==> src/rtl/spi_master.sv <==
// SPI master: one 8-bit full-duplex transfer per accepted start, MSB first.
// Configurable sck divider, idle polarity and sample phase.
module spi_master #(
    parameter int unsigned CLK_DIV = 1,
    parameter bit          CPOL    = 1'b0,
    parameter bit          CPHA    = 1'b0
) (
    input  logic       clk,
    input  logic       rst,
    input  logic       start,
    input  logic [7:0] data_2_send,
    input  logic       in,
    output logic [7:0] data_rcv,
    output logic       done,
    output logic       out,
    output logic       sck,
    output logic       cs
);

    localparam int unsigned DivW = (CLK_DIV > 1) ? $clog2(CLK_DIV) : 1;

    typedef enum logic [1:0] {StIdle, StTransfer, StDone} state_e;

    state_e          state_q;
    logic [DivW-1:0] div_q;
    logic [4:0]      tog_q;
    logic [7:0]      tx_q;
    logic [7:0]      rx_q;
    logic [7:0]      rcv_q;
    logic            cs_q;
    logic            sck_q;
    logic            out_q;
    logic            done_q;

    logic       tick;
    logic       leading;
    logic       last;
    logic [7:0] rx_d;

    // tog_q counts toggles already made, so an even count means the next one is leading.
    always_comb begin
        tick    = (div_q == DivW'(CLK_DIV - 1));
        leading = ~tog_q[0];
        last    = (tog_q == 5'd15);
        rx_d    = {rx_q[6:0], in};
    end

    always_ff @(posedge clk) begin
        if (rst) begin
            state_q <= StIdle;
            div_q   <= '0;
            tog_q   <= '0;
            tx_q    <= '0;
            rx_q    <= '0;
            rcv_q   <= '0;
            cs_q    <= 1'b1;
            sck_q   <= CPOL;
            out_q   <= 1'b0;
            done_q  <= 1'b0;
        end else begin
            case (state_q)
                StIdle: begin
                    done_q <= 1'b0;
                    if (start) begin
                        tx_q    <= data_2_send;
                        rx_q    <= '0;
                        div_q   <= '0;
                        tog_q   <= '0;
                        cs_q    <= 1'b0;
                        sck_q   <= CPOL;
                        out_q   <= CPHA ? 1'b0 : data_2_send[7];
                        state_q <= StTransfer;
                    end
                end
                StTransfer: begin
                    if (tick) begin
                        div_q <= '0;
                        sck_q <= ~sck_q;
                        tog_q <= tog_q + 5'd1;
                        if (leading != CPHA) begin
                            rx_q <= rx_d;
                        end else if (CPHA) begin
                            out_q <= tx_q[7];
                            tx_q  <= {tx_q[6:0], 1'b0};
                        end else if (!last) begin
                            out_q <= tx_q[6];
                            tx_q  <= {tx_q[6:0], 1'b0};
                        end
                        if (last) begin
                            // The final toggle is a sample edge only when CPHA=1.
                            rcv_q   <= CPHA ? rx_d : rx_q;
                            done_q  <= 1'b1;
                            cs_q    <= 1'b1;
                            sck_q   <= CPOL;
                            out_q   <= 1'b0;
                            state_q <= StDone;
                        end
                    end else begin
                        div_q <= div_q + DivW'(1);
                    end
                end
                StDone: begin
                    done_q  <= 1'b0;
                    state_q <= StIdle;
                end
                default: state_q <= StIdle;
            endcase
        end
    end

    assign data_rcv = rcv_q;
    assign done     = done_q;
    assign out      = out_q;
    assign sck      = sck_q;
    assign cs       = cs_q;

endmodule

==> config.mk <==
export PLATFORM = sky130hd
export DESIGN_NAME = spi_master
export DESIGN_NICKNAME = d
export VERILOG_FILES = /design/src/rtl/spi_master.sv
export SDC_FILE = /design/constraint.sdc
export NUM_CORES = 1
export LEC_CHECK = 0
export CAP_MARGIN = 20
export CORE_UTILIZATION = 38
export CTS_CLUSTER_DIAMETER = 120
export CTS_CLUSTER_SIZE = 14
export DETAILED_ROUTE_END_ITERATION = 16
export PLACE_DENSITY = 0.58
export SLEW_MARGIN = 40
export SYNTH_ARGS = -nofsm -noshare
export SYNTH_HDL_FRONTEND = slang
export SYNTH_SLANG_ARGS = --single-unit
==> constraint.sdc <==
create_clock -name clk -period 2.49 [get_ports clk]
set_clock_uncertainty 0.05 [all_clocks]
set_input_delay 0.3735 -clock clk [delete_from_list [all_inputs] [get_ports clk]]
set_output_delay 0.3735 -clock clk [all_outputs]
set_load 0.01 [all_outputs]
==> run summary <==
Outcome
• finished clean — outcome

Detailed routing
• 1190 — via count
• 4 — Detailed Routing Iterations Pass 1
• 0 — Antenna Nets Post-Route
• 0 — DRC violations left
• 2.93 mm — final wirelength
• 5.06 — vias per inst
• 12.5 um — routed length per instance
• 70 — Starting DRT DRC Count

Place
• 227 — instance count after placement with tap cells included
• 2.12 mm — hpwl dp
• 0.371 ns — worst slack after detailed placement
• 23 — Buffers on Ports
• 0.777 — placer's final routability congestion estimate

Power and ir drop
• 718 mW/mm2 — power density of the placed cells
• 9.8% — logic gate share of total power
• 21.5% — proportion of total power due to net switching
• 0.288 mW — NetSw
• 1.05 mW — cell-internal power
• 0.671 nW — static power due to leakage
• 0.358 mV — peak supply drop
• 43.0% — sequential fraction of design power
• 47.2% — Clock power frac

Clock tree
• built — TritonCTS clock tree
• 0 — hold buffer count at CTS
• 2 — largest buffer count on any clock path
• 0.29 ns — later-pin clock latency in the skew report
• 2 — total number of H-tree levels
• 0 — post-CTS setup buffer count
• 0 — post-cts gate resize count
• sky130_fd_sc_hd__clkbuf_8 — cell chosen for the clock root
• 5 — TritonCTS buffer count
• 34 — CTS sink cnt
• 0.07 ns — Clock Pin Slew Worst Setup and Hold Paths

Timing
• 67.1% — remaining max-slew budget at the tightest pin
• 0 — final setup violating endpoints
• 0.341 ns — setup slack of the critical path after layout
• 0.493 ns — worst slew pin tran
• 465 MHz — maximum achievable frequency
• 0 ns — Total Neg Setup Slack
• no — unrepaired setup endpoints after global routing
• 0 — final hold violation count
• 0.404 ns — worst hold margin
• 86.3% — crit share post-route
• 2.15 ns — Period minus WS final
• 0 — final max-slew violation count

Floorplanning
• 0.00411 mm2 — die area
• 0.00369 mm2 — Placeable Area
• 22 — floorplan row count
• 64.1 um — die outline height
• 39.8% — Initial Util
• 24 — IO Count
• 64.1 um — Chip Width

Worst setup path
• 13 — highest fanout seen on the critical path
• flip-flop — Startpoint Class
• flip-flop — kind of end point of the critical path
• flip-flop to flip-flop — Worst Path Class, Setup
• 2.65 ns — required time of the critical path
• 2.31 ns — data arrival time of the worst path

Logic synthesis
• 0 — EDFF count, synth
• sky130_fd_sc_hd__dfxtp_1 — Most used DFF post-synth
• 31 — distinct cell type count of the synthesized netlist
• 0 — Synth Warn #
• sky130_fd_sc_hd__dfxtp_1 — cell with the most instances after synthesis
• 178 — Net Count, Synth
• 46.4% — sequential area share after synthesis
• 34 — total of flip-flops plus latches after synthesis
• 0% — FFs w/ async S/R, synth
• 9.00 um2 — post-synthesis average cell area
• 34 x sky130_fd_sc_hd__dfxtp_1, 24 x sky130_fd_sc_hd__a21oi_1, 18 x sky130_fd_sc_hd__nand2_1, 17 x sky130_fd_sc_hd__nand3_1, 16 x sky130_fd_sc_hd__nor2_1 — cell types with the highest counts after synthesis
• sky130_fd_sc_hd__dfxtp_1 46%, sky130_fd_sc_hd__a21oi_1 8.2%, sky130_fd_sc_hd__nand3_1 5.8% — biggest area contributors in the synthesized netlist
• 46.4% — Yosys top cell area share
• 163 — number of instances in the synthesized netlist
• sky130_fd_sc_hd__dfxtp_1 — Yosys top cell by area
• 0.00147 mm2 — post-synthesis instance area

Run
• 0 — total of max-cap violations

Global route
• 0 — number of antenna violations at the first check in global routing
• 15.8% — global-route total usage across every layer
• 0 — total gr overflow
• 4.89 mm — wire length of the first global-routing pass
• 17 — pin count of the biggest net entering global routing
• 1043 — via count of the first global-routing pass

Cells and area
• 201 — Net count, final
• 26.9% — layout overhead on the synthesized area
• 365 — fill cell count
• 11.2% — layout cells sized above 1
• 235 — final cell count without fillers
• 0 — number of antenna repair diodes

Worst hold path
• flip-flop to flip-flop — Hold Path Class

==> power by group through the flow <==
stage | combinational [mW] | sequential (mW) | clock (mW)
floorplan | 0.0937 | 0.586 | 0
global placement | 0.130 | 0.587 | 0
detailed placement | 0.132 | 0.588 | 0
CTS | 0.132 | 0.576 | 0.647
global route | 0.144 | 0.578 | 0.673
finish | 0.131 | 0.576 | 0.631
==> per-stage QoR <==
step / cell area, um2 / power, mW / util, %
detailed placement: 1720 / 0.720 / 46.6
global placement: 1720 / 0.717 / 46.6
finish: 1860 / 1.34 / 50.5
CTS: 1860 / 1.35 / 50.5
floorplan: 1470 / 0.680 / -
global route: 1860 / 1.40 / 50.5
==> worst max-delay path, cell delays in order (launching register included) <==
cell and delay, ns:
sky130_fd_sc_hd__dfxtp_1 0.37, sky130_fd_sc_hd__ha_1 0.24, sky130_fd_sc_hd__and3_1 0.21, sky130_fd_sc_hd__ha_1 0.32, sky130_fd_sc_hd__nand3b_4 0.22, sky130_fd_sc_hd__a21oi_4 0.35, sky130_fd_sc_hd__nor2_1 0.11, sky130_fd_sc_hd__a211oi_2 0.20
==> per-layer routing <==
layer  routed length (um)  vias to the layer above  GRT usage, %
met5                    0                        -             0
met4                   54                        0          7.50
met3                  131                        7          5.89
met2                 1260                       25          23.3
met1                 1490                      546          20.3
li1                     -                      612             -
==> kinds of logic (layout without fill, tap and decap cells) <==
logic type | after synthesis | after routing | share of synthesized area [%]
compound gates | 40 | 40 | 18.8
fa+ha+maj | 3 | 3 | 2.56
buf+inv | 13 | 37 | 5.11
flops | 34 | 34 | 46.4
mux | 7 | 7 | 4.86
simple gates | 66 | 66 | 22.2
==> flip-flops by register name, indices dropped and copies added, names as in the netlist <==
signal    count
out           1
rx_q          8
tx_q          7
data_rcv      8
done          1
cs            1
state_q       2
tog_q         5
sck           1
==> path summary, 6_finish.rpt <==
check                              endpoint         from  slack, ns  cells past startpoint
worst min-delay path            data_rcv[5]  data_rcv[5]       0.40                      2
worst min register to register  data_rcv[5]  data_rcv[5]       0.40                      2
worst max-delay path                tx_q[6]     tog_q[0]       0.34                      7
worst max register to register      tx_q[6]     tog_q[0]       0.34                      7
==> layout make-up <==
type / count / area [um2] / area share, %
multi-input cells: 116 / 712 / 38.2
flip-flops and latches: 34 / 681 / 36.5
repair buffers: 27 / 260 / 14.0
clock buffers: 6 / 82.6 / 4.43
clock inverters: 2 / 60.1 / 3.22
well taps: 48 / 60.1 / 3.22
inverters: 2 / 7.51 / 0.403
==> placed cells by master, fill, tap and decap left out, types with 3 or more instances in the layout <==
cell type                         instances
sky130_fd_sc_hd__clkdlybuf4s50_1         23
sky130_fd_sc_hd__clkbuf_8                 6
sky130_fd_sc_hd__nand3_1                 17
sky130_fd_sc_hd__nand2_1                 18
sky130_fd_sc_hd__a211oi_2                 4
sky130_fd_sc_hd__dfxtp_1                 34
sky130_fd_sc_hd__buf_4                    4
sky130_fd_sc_hd__ha_1                     3
sky130_fd_sc_hd__nor2_1                  16
sky130_fd_sc_hd__nand2b_1                 4
sky130_fd_sc_hd__mux2i_1                  6
sky130_fd_sc_hd__a21oi_1                 24
(Power assumes the default switching activity.)
